## config.mk

```make
export PLATFORM = sky130hd
export DESIGN_NAME = branch_ctrl_seq
export DESIGN_NICKNAME = d
export VERILOG_FILES = /design/src/rtl/branch_ctrl_seq.sv
export SDC_FILE = /design/constraint.sdc
export NUM_CORES = 1
export LEC_CHECK = 0
export CORE_MARGIN = 5
export CORE_UTILIZATION = 20
export DETAILED_ROUTE_END_ITERATION = 10
export GPL_ROUTABILITY_DRIVEN = 1
export PLACE_DENSITY_LB_ADDON = 0.05
export SLEW_MARGIN = 10
export SYNTH_ARGS = -nofsm -noshare
export SYNTH_HDL_FRONTEND = slang
export SYNTH_SLANG_ARGS = --single-unit
```

## constraint.sdc

```tcl
create_clock -name Clock -period 3.1 [get_ports Clock]
set_clock_uncertainty 0.1 [all_clocks]
set_input_delay 0.62 -clock Clock [delete_from_list [all_inputs] [get_ports Clock]]
set_output_delay 0.62 -clock Clock [all_outputs]
set_load 0.1 [all_outputs]
```

## src/rtl/branch_ctrl_seq.sv

```systemverilog
// Hardwired control sequencer for instruction fetch and the conditional-branch class
// (brzr/brnz/brpl/brmi), including the CON flip-flop that evaluates the branch condition.
module branch_ctrl_seq #(
    parameter int          DATA_W   = 32,
    parameter logic [4:0]  OPC_BR   = 5'b10010,
    parameter bit          MEM_WAIT = 1'b1
) (
    input  logic              Clock,
    input  logic              Clear,
    input  logic              Run,
    input  logic              MemReady,
    input  logic [31:0]       IR,
    input  logic [DATA_W-1:0] BusMuxOut,
    output logic              PCout,
    output logic              Zlowout,
    output logic              MDRout,
    output logic              Rout,
    output logic              Cout,
    output logic              MARin,
    output logic              Zin,
    output logic              PCin,
    output logic              MDRin,
    output logic              IRin,
    output logic              Yin,
    output logic              IncPC,
    output logic              Read,
    output logic              Gra,
    output logic              CONin,
    output logic              ADD,
    output logic              BranchMet,
    output logic              Done,
    output logic              Illegal,
    output logic [3:0]        dbg_state
);

    localparam logic [3:0] S_IDLE = 4'd0;
    localparam logic [3:0] S_T0   = 4'd1;
    localparam logic [3:0] S_T1   = 4'd2;
    localparam logic [3:0] S_T2   = 4'd3;
    localparam logic [3:0] S_T3   = 4'd4;
    localparam logic [3:0] S_T4   = 4'd5;
    localparam logic [3:0] S_T5   = 4'd6;
    localparam logic [3:0] S_T6   = 4'd7;
    localparam logic [3:0] S_ERR  = 4'd8;

    logic [3:0] state;
    logic [3:0] state_next;
    logic       con;
    logic       op_ok;
    logic       cond;

    assign op_ok     = (IR[31:27] == OPC_BR);
    assign dbg_state = state;
    assign BranchMet = con;

    // Branch condition selected by C2 = IR[20:19]; bus MSB is the sign bit.
    always_comb begin
        cond = 1'b0;
        case (IR[20:19])
            2'b00:   cond = (BusMuxOut == '0);
            2'b01:   cond = (BusMuxOut != '0);
            2'b10:   cond = ~BusMuxOut[DATA_W-1];
            default: cond = BusMuxOut[DATA_W-1];
        endcase
    end

    // Run is a level, sampled only in IDLE and T6. MemReady acts as the memory's
    // "data valid" and is only looked at while T1 is holding the read strobes.
    always_comb begin
        state_next = S_IDLE;
        case (state)
            S_IDLE:  state_next = Run ? S_T0 : S_IDLE;
            S_T0:    state_next = S_T1;
            S_T1:    state_next = (!MEM_WAIT || MemReady) ? S_T2 : S_T1;
            S_T2:    state_next = S_T3;
            S_T3:    state_next = op_ok ? S_T4 : S_ERR;
            S_T4:    state_next = S_T5;
            S_T5:    state_next = S_T6;
            S_T6:    state_next = Run ? S_T0 : S_IDLE;
            S_ERR:   state_next = S_IDLE;
            default: state_next = S_IDLE;
        endcase
    end

    always_ff @(posedge Clock or negedge Clear) begin
        if (!Clear) begin
            state <= S_IDLE;
            con   <= 1'b0;
        end else begin
            state <= state_next;
            if (state == S_T3 && op_ok)
                con <= cond;
        end
    end

    always_comb begin
        PCout   = 1'b0;
        Zlowout = 1'b0;
        MDRout  = 1'b0;
        Rout    = 1'b0;
        Cout    = 1'b0;
        MARin   = 1'b0;
        Zin     = 1'b0;
        PCin    = 1'b0;
        MDRin   = 1'b0;
        IRin    = 1'b0;
        Yin     = 1'b0;
        IncPC   = 1'b0;
        Read    = 1'b0;
        Gra     = 1'b0;
        CONin   = 1'b0;
        ADD     = 1'b0;
        Done    = 1'b0;
        Illegal = 1'b0;
        case (state)
            S_T0: begin
                PCout = 1'b1;
                MARin = 1'b1;
                IncPC = 1'b1;
                Zin   = 1'b1;
            end
            S_T1: begin
                Zlowout = 1'b1;
                PCin    = 1'b1;
                Read    = 1'b1;
                MDRin   = 1'b1;
            end
            S_T2: begin
                MDRout = 1'b1;
                IRin   = 1'b1;
            end
            S_T3: begin
                // A non-branch opcode gets no strobes here; ERR follows.
                Gra   = op_ok;
                Rout  = op_ok;
                CONin = op_ok;
            end
            S_T4: begin
                PCout = 1'b1;
                Yin   = 1'b1;
            end
            S_T5: begin
                Cout = 1'b1;
                ADD  = 1'b1;
                Zin  = 1'b1;
            end
            S_T6: begin
                Zlowout = 1'b1;
                PCin    = con;
                Done    = 1'b1;
            end
            S_ERR:   Illegal = 1'b1;
            default: ;
        endcase
    end

endmodule
```

==> results of run 1 <==
## power by group through the flow
stage | Clock [W] | Combinational, W | Sequential, W
floorplan | 0 | 0.000710 | 0.000284
global route | 0.0000789 | 0.00108 | 0.000153
CTS | 0.0000753 | 0.00105 | 0.000147
detailed placement | 0 | 0.00105 | 0.000147
finish | 0.0000714 | 0.00104 | 0.000147
global placement | 0 | 0.00105 | 0.000147
## Yosys cell counts
cell	n	area (um^2)
or2_2	2	12.5
clkbuf_1	1	3.75
nand2_1	5	18.8
dfrtp_1	5	125
nor2_1	6	22.5
buf_4	6	45.0
nand4_1	2	12.5
mux2i_1	1	10.0
inv_1	3	11.3
nor4_1	7	43.8
a21o_1	1	7.51
and2_1	2	12.5
o21ai_0	3	15.0
nor3_1	4	20.0
xnor2_1	1	8.76
a21oi_1	1	5.00
o31ai_2	1	12.5
o21ai_1	1	5.00
or2b_1	1	7.51
o22ai_1	1	6.26
a211oi_1	1	7.51
or3_1	1	6.26
a22oi_1	1	7.51
nand2b_1	2	12.5
nor2b_1	1	6.26
and4b_2	1	11.3
## per-layer routing
layer  up-vias  track usage (%)  wire (um)
li1        340                -          -
met1       282             12.0        625
met2        36             17.1        876
met3         2             4.01        207
met4         0             3.97         13
met5         -                0          0
## registers in the layout, indices dropped and copies added (netlist names)
signal and count:
dbg_state 4, BranchMet 1
## through the flow
step	hold slack, ps	power [W]	instance area [um^2]
after global routing	451	0.00131	1160
after detailed placement	422	0.00120	1130
after global placement	415	0.00119	1130
after CTS	430	0.00127	1160
final	419	0.00126	1160
after floorplan	224	0.000994	515
## worst paths after layout
check                                       start  cells after the start  slack (ps)                      to
max                                        IR[30]                      6         450                   CONin
min                         BranchMet$_DFFE_PN0P_                      2         420   BranchMet$_DFFE_PN0P_
max reg2reg                dbg_state[2]$_DFF_PN0_                      5        1600   BranchMet$_DFFE_PN0P_
min reg2reg                 BranchMet$_DFFE_PN0P_                      2         420   BranchMet$_DFFE_PN0P_
max in group asynchronous                   Clear                      1        2200  dbg_state[3]$_DFF_PN0_
min in group asynchronous                   Clear                      1         500   BranchMet$_DFFE_PN0P_
## area by class of cell
cell class                      instances  area, um^2
Clock buffer                            4        26.3
Tap cell                               28        35.0
Timing Repair Buffer                   65         631
Multi-Input combinational cell         46         322
Fill cell                             210        1030
Inverter                                3        15.0
Sequential cell                         5         130
## worst max-delay path, delay by kind of cell
family / cells / cell delay [ps]
buf+inv: 3 / 840
simple gates: 3 / 470
## kinds of logic (layout without fill, tap and decap cells)
logic type,Yosys count,count (layout),share of synthesized area (%)
muxes,1,1,2.19
buffers and inverters,10,72,13.1
and+or+nand+nor,34,34,40.8
DFF,5,5,27.4
AOI/OAI and AO/OA,10,10,14.5
xor gates and xnor gates,1,1,1.92
==> summary.txt, run 1 <==
Vias per inst: 4.37
Clock power share: 5.7%
YS warnings: 0
Routed wire length: 1720 um
Tot GR Track Use: 10.4%
Later-pin clock latency in the skew report: 230 ps
Syn Nets: 129
Flops & latches, synth: 5
Register share of total power: 11.7%
Layout area overhead: 154%
Mapped Area: 457 um^2
Mean Syn Cell Area: 7.49 um^2
Max Cap Viol: 0
I/O Pins: 91
Synth cell types: 26
Commonest non-fill, non-tap cell in the layout: clkdlybuf4s50_1
Sw power: 0.000882 W
Worst-margin pin slew: 305 ps
Post-DRT Antenna Nets: 0
Class of the tightest hold or removal check: flip-flop to flip-flop
P per Cell Area: 1090 mW/mm^2
Die width: 57.8 um
CP Cell Sequence: clkdlybuf4s50_1 -> nor2_1 -> and4b_2 -> nand2_1 -> inv_1 -> buf_12
NumNets Final: 192
First-pass GRT wire length: 2700 um
Pre-CTS WS: 424 ps
Largest net degree at the start of global routing: 13
Fmax: 0.377 GHz
Layout cells sized above 1: 34.1%
RePlAce Congestion: 0.731
Commonest cells after routing, fill and taps aside: clkdlybuf4s50_1, buf_4, nor4_1
Core Region: 0.00219 mm^2
Switching Fraction: 70.1%
Sequential share of the synthesized area: 27.4%
Worst Path Arrival: 1930 ps
CTS max path bufs: 2
Reg clk slew, reported paths: 40 ps
Post-layout util: 52.9%
CP endpoint kind: primary output
Crit-path slowest cell: clkdlybuf4s50_1
Slew Viols, Final: 0
TritonCTS clock tree: built
Initial antenna violation count: 0
Setup bufs post-CTS: 0
Slew HR: 79.6%
Combinational share of power: 82.6%
Worst vdd ir: 0.000687 V
Post-route insts no fill: 151
CP Class: input port to primary output
Min cycle time layout: 2650 ps
Unrepaired setup endpoints after global routing: false
Hold Buf Count CTS: 0
Floorplan row count: 17
Drt pass-1 iters: 2
Final Hold Fails: 0
# clock sinks: 5
Final setup vio count: 0
Total Die Area: 0.00334 mm^2
Largest stage delay on the critical path: 390 ps
Placed instance count: 147
Worst Path Max Fanout: 4
Worst setup SP type: input port
Clock root cell: clkbuf_4
P_int: 0.000377 W
Detailed placer's ending HPWL: 1610 um
Run status: finished clean
Vias after detailed routing: 660
Cells after synthesis: 61
First DRT Iteration DRCs: 9
DIE HEIGHT: 57.8 um
Leakage: 0.474 nW
Total negative slack: 0 ps
Avg WL per Cell: 11.4 um
Vias in the first global route: 638
Remaining DRCs: 0
N_diodes: 0
Port Buf Inserts: 65
Tcrit/Tclk final: 85.5%
CTS H-tree depth: 1
Initial Util: 20.8%
Crit path required time: 2380 ps
Final Worst Setup Slack: 448 ps
GRT overflow: 0
CTS Buf Count: 3
Post-cts sizing count: 0
Power figures use the tool's default switching activity.
==> inputs of run 2 (changes only) <==
CORE_UTILIZATION = 19   (was 20)
clock period = 2.8 ns   (was 3.1 ns; I/O delays follow)
==> run 2 against run 1 <==
Net effect: utilization rose by 5.0 points; via count up 2.6%; critical path depth did not move; power increased by 27%; final cell count is the same; largest cell class unchanged; count of clock-buffer cells in the layout did not move; first-iteration DRC count fell by 44%.
==> summary.txt, run 2 (synthesis gave the netlist of run 1 again) <==
Run status: finished clean
Worst vdd ir: 0.000998 V (+45%)
Avg WL per Cell: 11.7 um (+2.4%)
Clock power share: 5.0% (-0.7 points)
Post-cts sizing count: 0 (unchanged)
Switching Fraction: 63.7% (-6.4 points)
Initial antenna violation count: 0 (unchanged)
Remaining DRCs: 0 (unchanged)
Storage cell area: 140 um^2 (+7.7%)
CTS H-tree depth: 1 (unchanged)
Reg clk slew, reported paths: 40 ps (about the same)
Final setup vio count: 0 (unchanged)
Largest net degree at the start of global routing: 13 (unchanged)
Unrepaired setup endpoints after global routing: false
Slew HR: 79.3% (-0.38 points)
Placed instance count: 147 (unchanged)
# clock sinks: 5 (unchanged)
RePlAce Congestion: 0.714 (-2.3%)
Crit path required time: 2140 ps (-240 ps)
Largest register FFs: 4 (unchanged)
I/O Pins: 91 (unchanged)
Combinational share of power: 84.1% (+1.5 points)
Post-DRT Antenna Nets: 0 (unchanged)
Largest stage delay on the critical path: 460 ps (+70 ps)
WHS: 438 ps (+18.5 ps)
NumNets Final: 192 (unchanged)
Commonest non-fill, non-tap cell in the layout: clkdlybuf4s50_1
TritonCTS clock tree: built
Leakage: 0.495 nW (+4.4%)
Worst Path Arrival: 1900 ps (-30 ps)
Vias in the first global route: 666 (+4.4%)
Crit-path slowest cell: clkdlybuf4s50_1
Hold Buf Count CTS: 0 (unchanged)
Worst-margin pin slew: 311 ps (+5.65 ps)
Initial Util: 20.3% (-0.59 points)
Multi-input gate area: 342 um^2 (+6.2%)
CTS max path bufs: 2 (unchanged)
Floorplan row count: 17 (unchanged)
Worst setup SP type: input port
CTS Buf Count: 3 (unchanged)
DIE HEIGHT: 59.0 um (+2.1%)
Tcrit/Tclk final: 91.4%
P per Cell Area: 1220 mW/mm^2 (+13%)
Fill cells: 212 (+0.95%)
Class of the tightest hold or removal check: input port to async pin
Vias after detailed routing: 677 (+2.6%)
Sw power: 0.00102 W (+15%)
Total negative slack: 0 ps (unchanged)
CP Cell Sequence: clkdlybuf4s50_1 -> nor2_1 -> and4b_2 -> nand2_1 -> clkinvlp_4 -> buf_12
Later-pin clock latency in the skew report: 240 ps (about the same)
Layout area overhead: 186%
First-pass GRT wire length: 2730 um (+0.78%)
Pre-CTS WS: 219 ps (-206 ps)
Worst Path Max Fanout: 4 (unchanged)
Tot GR Track Use: 9.74% (-0.61 points)
Clock root cell: clkbuf_4
Layout cells sized above 1: 36.6% (+2.4 points)
Die width: 59.0 um (+2.1%)
Post-route insts no fill: 151 (unchanged)
CP endpoint kind: primary output
N_diodes: 0 (unchanged)
GRT overflow: 0 (unchanged)
Max Cap Viol: 0 (unchanged)
Fmax: 0.391 GHz
Total Die Area: 0.00348 mm^2 (+4.3%)
Vias per inst: 4.48 (+2.6%)
Setup bufs post-CTS: 0 (unchanged)
P_int: 0.000579 W (+54%)
Final Hold Fails: 0 (unchanged)
Port Buf Inserts: 65 (unchanged)
Final Worst Setup Slack: 240 ps (-208 ps)
Drt pass-1 iters: 2 (unchanged)
Commonest cells after routing, fill and taps aside: clkdlybuf4s50_1, buf_12, buf_4
Routed wire length: 1770 um (+2.4%)
Slew Viols, Final: 0 (unchanged)
CP Class: input port to primary output
First DRT Iteration DRCs: 5 (-4)
Detailed placer's ending HPWL: 1720 um (+6.7%)
Register share of total power: 10.9% (-0.8 points)
Core Region: 0.00225 mm^2 (+2.9%)
Min cycle time layout: 2560 ps
[run 2: cell types whose count changed in the layout (fill, tap and decap cells not counted), sizes merged]
cell / before / now
clkinvlp: 1 / 2
inv: 2 / 1
[run 2: layer usage]
layer  routed length [um]  global-route usage [%]
met1                  567                    10.1
met2                  971                    18.5
met3                  226                    3.70
met4                    0                    1.94
met5                    0                       0
[run 2: worst paths after layout]
| path | startpoint | to | cells past startpoint | slack [ps] |
|---|---|---|---|---|
| min in group Clock | BranchMet$_DFFE_PN0P_ | BranchMet$_DFFE_PN0P_ | 2 | 440 |
| max reg2reg | dbg_state[3]$_DFF_PN0_ | BranchMet$_DFFE_PN0P_ | 5 | 1190 |
| max in group asynchronous | Clear | dbg_state[0]$_DFF_PN0_ | 1 | 1960 |
| min reg2reg | BranchMet$_DFFE_PN0P_ | BranchMet$_DFFE_PN0P_ | 2 | 440 |
| max | IR[29] | Gra | 6 | 240 |
| min | Clear | dbg_state[1]$_DFF_PN0_ | 1 | 440 |
[run 2: metrics by stage]
stage	area, um^2	power (W)	utilization (%)
2_1_floorplan	553	0.00114	-
3_3_place_gp	1280	0.00152	56.7
3_5_place_dp	1280	0.00153	56.7
4_1_cts	1310	0.00161	57.9
5_1_grt	1310	0.00165	57.9
6_report	1310	0.00160	57.9
[run 2: final cells by class]
cell class                 instances  area share (%)
inverter                           3            1.44
tap                               28            2.68
sequential                         5            10.7
clock buffer                       4            2.01
multi-input combinational         46            26.2
timing repair buffer              65            57.0
[run 2: worst max-delay path: cells and delay by family]
family / cells / cell delay [ps]
AND/OR/NAND/NOR: 3 / 460
buffers and inverters: 3 / 880
[run 2: power by group through the flow]
| stage | Sequential (W) | Combinational [W] | Clock (W) |
|---|---|---|---|
| after floorplan | 0.000331 | 0.000811 | 0 |
| after global placement | 0.000177 | 0.00134 | 0 |
| after detailed placement | 0.000176 | 0.00135 | 0 |
| after CTS | 0.000176 | 0.00135 | 0.0000837 |
| after global routing | 0.000184 | 0.00138 | 0.0000871 |
| final | 0.000174 | 0.00134 | 0.0000805 |
